File: src/rtl/trash_pkg.sv
// Shared constants and types for the trash CPU core and its host-side loader.
package trash_pkg;

  localparam int unsigned BUS_W  = 16;
  localparam int unsigned BYTE_W = 8;

  localparam logic [BUS_W-1:0] NOOP_WORD = 16'h0001;

  // Bus bit 0 selects program-write versus execute.
  localparam logic MODE_PROG = 1'b0;
  localparam logic MODE_EXEC = 1'b1;

  // Core opcodes, carried in bus bits [3:1].
  localparam logic [2:0] OP_NOOP  = 3'd0;
  localparam logic [2:0] OP_LOAD  = 3'd1;
  localparam logic [2:0] OP_STORE = 3'd2;
  localparam logic [2:0] OP_ADD   = 3'd3;
  localparam logic [2:0] OP_SUB   = 3'd4;
  localparam logic [2:0] OP_JMP   = 3'd5;
  localparam logic [2:0] OP_JZ    = 3'd6;
  localparam logic [2:0] OP_OUT   = 3'd7;

  typedef enum logic [1:0] {
    ST_IDLE = 2'd0,
    ST_FILL = 2'd1,
    ST_TRST = 2'd2,
    ST_LOAD = 2'd3
  } loader_state_e;

endpackage

File: src/rtl/trash_prog_loader.sv
// Host byte stream to trash core instruction bus: execute forwarder and
// buffered program-image burst loader. Bus idles at an execute NOOP.
module trash_prog_loader
  import trash_pkg::*;
#(
  parameter int unsigned PROG_BYTES = 8
) (
  input  logic                 clk,
  input  logic                 reset,
  input  logic [BYTE_W-1:0]    s_data,
  input  logic                 s_valid,
  output logic                 s_ready,
  input  logic                 load_req,
  output logic [BUS_W-1:0]     bus,
  output logic                 tgt_rst_n,
  output logic                 busy,
  output logic                 done
);

  localparam int unsigned      IDX_W    = $clog2(PROG_BYTES);
  localparam logic [IDX_W-1:0] IDX_LAST = IDX_W'(PROG_BYTES - 1);

  loader_state_e     state_q;
  logic [IDX_W-1:0]  idx_q;
  logic [IDX_W-1:0]  idx_inc;
  logic              half_q;
  logic [6:0]        lo_q;
  logic [BYTE_W-1:0] mem_q [PROG_BYTES];
  logic [BUS_W-1:0]  bus_q;
  logic              tgt_rst_n_q;
  logic              busy_q;
  logic              done_q;
  logic              hs;

  // Ready is decoded from state; load_req steals the IDLE cycle it arrives in.
  always_comb begin
    s_ready = 1'b0;
    unique case (state_q)
      ST_IDLE: s_ready = ~load_req;
      ST_FILL: s_ready = 1'b1;
      default: s_ready = 1'b0;
    endcase
  end

  assign hs      = s_valid & s_ready;
  assign idx_inc = idx_q + 1'b1;

  // FSM; outputs are registered from the state being entered so they line
  // up with the state they describe.
  always_ff @(posedge clk) begin
    if (reset) begin
      state_q     <= ST_IDLE;
      idx_q       <= '0;
      half_q      <= 1'b0;
      lo_q        <= '0;
      bus_q       <= NOOP_WORD;
      tgt_rst_n_q <= 1'b0;
      busy_q      <= 1'b0;
      done_q      <= 1'b0;
    end else begin
      bus_q       <= NOOP_WORD;
      tgt_rst_n_q <= 1'b1;
      done_q      <= 1'b0;
      unique case (state_q)
        ST_IDLE: begin
          busy_q <= 1'b0;
          if (load_req) begin
            state_q <= ST_FILL;
            half_q  <= 1'b0;
            idx_q   <= '0;
            busy_q  <= 1'b1;
          end else if (hs) begin
            if (!half_q) begin
              lo_q   <= s_data[7:1];
              half_q <= 1'b1;
            end else begin
              bus_q  <= {s_data, lo_q, MODE_EXEC};
              half_q <= 1'b0;
            end
          end
        end
        ST_FILL: begin
          if (hs) begin
            mem_q[idx_q] <= s_data;
            idx_q        <= idx_inc;
            if (idx_q == IDX_LAST) begin
              state_q     <= ST_TRST;
              tgt_rst_n_q <= 1'b0;
            end
          end
        end
        ST_TRST: begin
          // Core PC is zero on leaving reset; word 0 goes out next.
          state_q <= ST_LOAD;
          idx_q   <= '0;
          bus_q   <= {mem_q[0], 7'h00, MODE_PROG};
          done_q  <= (IDX_LAST == '0);
        end
        ST_LOAD: begin
          idx_q <= idx_inc;
          if (idx_q == IDX_LAST) begin
            state_q <= ST_IDLE;
            busy_q  <= 1'b0;
          end else begin
            bus_q  <= {mem_q[idx_inc], 7'h00, MODE_PROG};
            done_q <= (idx_inc == IDX_LAST);
          end
        end
        default: state_q <= ST_IDLE;
      endcase
    end
  end

  assign bus       = bus_q;
  assign tgt_rst_n = tgt_rst_n_q;
  assign busy      = busy_q;
  assign done      = done_q;

endmodule
File: config.mk
export PLATFORM = sky130hd
export DESIGN_NAME = trash_prog_loader
export DESIGN_NICKNAME = d
export VERILOG_FILES = /design/src/rtl/trash_pkg.sv /design/src/rtl/trash_prog_loader.sv
export SDC_FILE = /design/constraint.sdc
export NUM_CORES = 1
export LEC_CHECK = 0
export CORE_UTILIZATION = 60
export CTS_BUF_LIST = sky130_fd_sc_hd__clkbuf_4 sky130_fd_sc_hd__clkbuf_8
export DETAILED_ROUTE_END_ITERATION = 6
export GPL_TIMING_DRIVEN = 1
export PLACE_DENSITY = 0.82
export SYNTH_ARGS = -nofsm -noshare
export SYNTH_HDL_FRONTEND = slang
export SYNTH_SLANG_ARGS = --single-unit
export TNS_END_PERCENT = 5
File: constraint.sdc
create_clock -name clk -period 2.9 [get_ports clk]
set_clock_uncertainty 0.05 [all_clocks]
set_input_delay 0.58 -clock clk [delete_from_list [all_inputs] [get_ports clk]]
set_output_delay 0.58 -clock clk [all_outputs]
set_load 0.005 [all_outputs]
# --- Word-level counts from Yosys, hierarchy flattened ---
# Memories as Yosys holds them, arrays and structs flattened.
# Index checks and enable logic that the tools add are counted.
totals:
  latch_bits: 0
  word_cells: 59
  ff_bits: 32
  out_inout_bits: 20
  mem_bits_ro: 0
  ramBits: 64
  inputBits: 12
  memories: 1
memory_table:
  columns: ["memory", "depth", "word_bits", "rd", "rd_clocked_by_memory_dff", "wr", "line", "rtl"]
  rows:
  - ["mem_q", 8, 8, 2, 0, 1, "trash_prog_loader.sv:28", "logic [BYTE_W-1:0] mem_q [PROG_BYTES];"]
classes:
  div: 0
  magnitude_cmp: 0
  reduce_logical: 9
  eq_ne: 9
  bitwise_logic: 4
  n_shift: 0
  addsub: 1
  mux: 27
  n_mul: 0
ops:
  columns: ["op", "count"]
  rows:
  - ["two-way mux 16 bit", 4]
  - ["case mux 16 bit (3 select lines)", 1]
  - ["two-way mux 1 bit", 12]
  - ["case mux 3 bit (4 select lines)", 1]
  - ["two-way mux 2 bit", 4]
  - ["!= test 2 bit, second input constant", 4]
  - ["case mux 2 bit (4 select lines)", 1]
  - ["AND reduction 4 bit", 2]
  - ["equality test 3 bit, second input constant", 2]
  - ["two-way mux 3 bit", 2]
  - ["AND reduction 2 bit", 3]
  - ["equality test 2 bit, second input constant", 2]
  - ["case mux 1 bit (2 select lines)", 2]
  - ["nonzero test 2 bit", 2]
  - ["adder 3 x 1 -> 3 bit, second input constant", 1]
  - ["inverter 1 bit", 3]
  - ["OR reduction 3 bit", 1]
  - ["equality test 2 x 1 -> 1 bit, second input constant", 1]
  - ["zero test 2 bit", 1]
  - ["bitwise AND 1 bit", 1]

# --- Logic depth before layout (Yosys ltp) ---
logic_depth:
  word_depth: 7
  mapped_depth: 7
  depth_no_buf: 5

# --- Worst setup path after synthesis ---
# Ideal clock, no wire load.
synth_path:
  path_kind: "register to register"
  start: "reg state_q[0]"
  end: "mem mem_q[1][0], enable pin"
  setup_time_ns: 0.383
  stages_incl_launch_ff: 7
  arrival_ns: 1.751
  setup_slack_ns: 0.716
  required_time_ns: 2.467
  n_path_buf: 1
  period_less_slack_ns: 2.184
  path_cell_list: "dfxtp_1 inv_1 ha_1 nor2b_1 buf_6 o211ai_1 nor3_1"
synth_via:
  elab_chain_len: 7
  elab_cells_between_ends: 8
  cone_classes: "eq/ne (1); mux (5); bitwise (1); reduce/logical (1)"
synth_lines:
  columns: ["item", "line", "rtl"]
  rows:
  - ["from (decl)", "trash_prog_loader.sv:23", "loader_state_e state_q;"]
  - ["from (signal assigned)", "trash_prog_loader.sv:52", "state_q <= ST_IDLE;"]
  - ["from (signal assigned)", "trash_prog_loader.sv:68", "state_q <= ST_FILL;"]
  - ["from (signal assigned)", "trash_prog_loader.sv:87", "state_q <= ST_TRST;"]
  - ["equality test 2 x 1 -> 1 bit or zero test 2 bit (tied branches)", "trash_prog_loader.sv:38, trash_prog_loader.sv:64", null]
  - ["case mux 1 bit (2 select lines)", "trash_prog_loader.sv:38", "unique case (state_q)"]
  - ["bitwise AND 1 bit", "trash_prog_loader.sv:45", "assign hs = s_valid & s_ready;"]
  - ["two-way mux 1 bit", "trash_prog_loader.sv:83", "if (hs) begin"]
  - ["two-way mux 1 bit (*)", "trash_prog_loader.sv:64", "unique case (state_q)"]
  - ["two-way mux 1 bit (*)", "trash_prog_loader.sv:51", "if (reset) begin"]
  - ["two-way mux 1 bit (implied by the code) (*)", "trash_prog_loader.sv:84", "mem_q[idx_q] <= s_data;"]
  - ["to (decl)", "trash_prog_loader.sv:28", null]
# Every way passes the cells marked *; elsewhere a longest branch is shown, timed or not.

# --- Worst setup path after layout ---
layout_path:
  start: "reg state_q[1]"
  end: "out s_ready"
layout_via:
  elab_chain_len: 2
  elab_cells_between_ends: 3
  cone_classes: "eq/ne (1); mux (1); reduce/logical (1)"
layout_lines:
  columns: ["item", "line", "rtl"]
  rows:
  - ["equality test 2 x 1 -> 1 bit or zero test 2 bit (tied branches)", "trash_prog_loader.sv:38", null]
  - ["case mux 1 bit (2 select lines) (*)", "trash_prog_loader.sv:38", null]
  - ["to (decl)", "trash_prog_loader.sv:12", "output logic s_ready,"]
# Marked as above.

==> impl_metrics.py <==
metrics = {
    "drt": {
        "wirelength_um": 7500,
        "dr.pass1.iters": 4,
        "drc": 0,
        "drtIter0Drc": 127,
        "wl_per_cell_um": 20.0,
        "postRouteAntennaNets": 0,
        "dr_total_vias": 2224,
        "via_per_inst": 5.93,
    },
    "yosys": {
        "yosys_register_bits": 96,
        "synthCells": 252,
        "synth.distinct_cells": 40,
        "syn-num-nets": 273,
        "yosys_warnings": 0,
        "synth-edff-count": 64,
        "syn_avg_cell_area_um2": 15.6,
        "ys.flop_type": "edfxtp_1",
        "async_reset_ff_share_pct": 0,
        "yosysSeqAreaShare_pct": 65.2,
        "synthesis.area_mm2": 0.00393,
    },
    "clocking": {
        "clock_latency_ps": 360,
        "ctsHoldBuffers": 0,
        "cts_htree_levels": 3,
        "clock-root-buffer": "clkbuf_8",
        "cts.repair.resized": 0,
        "numCtsBuffers": 9,
        "ctsLongestPathBuffers": 2,
        "cts_num_sinks": 96,
        "cts_tree": "built",
        "clk_pin_slew_worst_paths_ps": 80,
        "postCtsSetupBuffers": 0,
    },
    "run": {
        "maxCapViolations": 0,
    },
    "worst_setup_path": {
        "cp-end-kind": "primary output",
        "critical_path_class": "reg2out",
        "worst_ep_arrival_time_ps": 2050,
        "start_kind": "flop",
        "critPathMaxFanout": 9,
        "worstPathRequired_ps": 2270,
    },
    "global_route": {
        "grt_pass1_vias": 2248,
        "grt_use_total_pct": 23.4,
        "grt_max_degree": 21,
        "grt_pass1_wl_um": 11900,
        "antenna_found_initial": 0,
        "grt_overflow": 0,
    },
    "cells_and_area": {
        "n_antenna_cell": 0,
        "most-common-layout-cells": "64 x edfxtp_1, 32 x dfxtp_1, 31 x clkdlybuf4s50_1, 20 x nor2_1, 16 x mux4_2",
        "multi_input_area_mm2": 0.00123,
        "nets": 314,
        "syn_to_final_growth_pct": 16.4,
        "nFillCells": 389,
        "ff_latch_area_mm2": 0.00256,
        "drive_gt1_share_pct": 20.1,
        "mostFrequentLayoutCell": "edfxtp_1",
    },
    "sta": {
        "maxSlewHeadroom_pct": 61.1,
        "final-max-slew-violation-count": 0,
        "finalHoldViolCount": 0,
        "period_needed_ps": 2680,
        "max_freq_mhz": 373,
        "fin_ws_ps": 221,
        "setup_viol": 0,
        "fin_crit_sh_pct": 92.4,
        "worst_pin_slew_ps": 582,
        "final.setup.tns_ps": 0,
        "rsz0062_at_grt": "false",
    },
    "place": {
        "dpl.hpwl_um": 5000,
        "gp_congestion": 0.830,
        "portBuffers": 31,
        "place_ws_ps": 389,
    },
    "die": {
        "num_rows": 29,
        "fp.dieH_um": 82.9,
        "fp.dieW_um": 82.9,
        "initial_core_util_pct": 61.9,
        "dieArea_mm2": 0.00687,
        "core_area_mm2": 0.00635,
        "num_io_pins": 32,
    },
    "power_and_ir_drop": {
        "leakage_nw": 1.55,
        "p_per_area_mw_per_mm2": 690,
        "ir_drop_uv": 544,
    },
    "worst_hold_path": {
        "hp-class": "reg2reg",
    },
    "status": {
        "status": "completed",
    },
}
-- registers in the layout (all words and copies together), names as in the netlist --
name       cells
bus           16
busy           1
done           1
half_q         1
idx_q          3
lo_q           7
mem_q         64
state_q        2
tgt_rst_n      1
-- layer usage --
metal  GRT usage (%)  up-vias  wire length [um]
met5               0        -                 0
met4            11.0        0               136
met3            4.87       13               517
met2            35.7       86              3590
met1            32.6     1077              3250
li1                -     1048                 -
-- Yosys cell counts, types with 5 or more instances --
| cell type | count | share of area [%] |
|---|---|---|
| a21oi_1 | 6 | 0.76 |
| a22oi_1 | 8 | 1.5 |
| and2_1 | 7 | 1.1 |
| dfxtp_1 | 32 | 16 |
| edfxtp_1 | 64 | 49 |
| ha_1 | 9 | 2.9 |
| inv_1 | 11 | 1.1 |
| mux2i_1 | 10 | 2.5 |
| mux4_2 | 16 | 9.2 |
| nand2_1 | 5 | 0.48 |
| nand2b_1 | 5 | 0.80 |
| nand3_1 | 8 | 1.0 |
| nor2_1 | 20 | 1.9 |
| o221ai_2 | 8 | 3.1 |
-- metrics by stage --
step	hold slack [ps]	area, um^2	std cells	power (mW)	util (%)
2_1_floorplan	379	3930	252	2.03	-
3_3_place_gp	393	4350	359	2.21	68.5
3_5_place_dp	392	4350	359	2.23	68.5
4_1_cts	418	4570	375	3.17	72.0
5_1_grt	450	4570	375	3.29	72.0
6_report	417	4570	375	3.16	72.0
-- cell type report --
| type | count | area share (%) |
|---|---|---|
| Sequential cell | 96 | 56.0 |
| Inverter | 11 | 0.903 |
| Multi-Input combinational cell | 130 | 27.0 |
| Timing Repair Buffer | 45 | 9.08 |
| Tap cell | 77 | 2.11 |
| Clock buffer | 10 | 2.87 |
| Clock inverter | 6 | 2.00 |
-- path summary, 6_finish.rpt --
check | start | endpoint | slack [ps] | cells after the start
worst max-delay path | state_q[1]$_SDFFE_PP0P_ | s_ready | 220 | 6
worst min-delay path | lo_q[1]$_SDFFE_PP0P_ | bus[2]$_SDFF_PP0_ | 420 | 1
worst max register to register | state_q[1]$_SDFFE_PP0P_ | mem_q[1][2]$_DFFE_PP_ | 690 | 7
worst min register to register | lo_q[1]$_SDFFE_PP0P_ | bus[2]$_SDFF_PP0_ | 420 | 1
-- cells by family after synthesis --
group | after synthesis | share of synthesized area, %
flip-flops | 96 | 65.2
adder cells (fa/ha/maj) | 9 | 2.87
AND/OR/NAND/NOR | 59 | 8.54
buffers and inverters | 26 | 3.47
multiplexers | 26 | 11.7
AO/OA/AOI/OAI | 36 | 8.16
-- power by group --
part	total, mW	switching, mW	internal (mW)
Sequential	1.55	0.0325	1.52
Clock	0.950	0.450	0.500
Combinational	0.659	0.355	0.305
-- critical path: stages, from the launching register on --
cell             delay, ps
dfxtp_1                340
inv_1                  140
ha_1                   350
nor2b_1                210
nor2_1                  60
nor2_1                  90
clkdlybuf4s50_1        500
(Power assumes the default switching activity.)
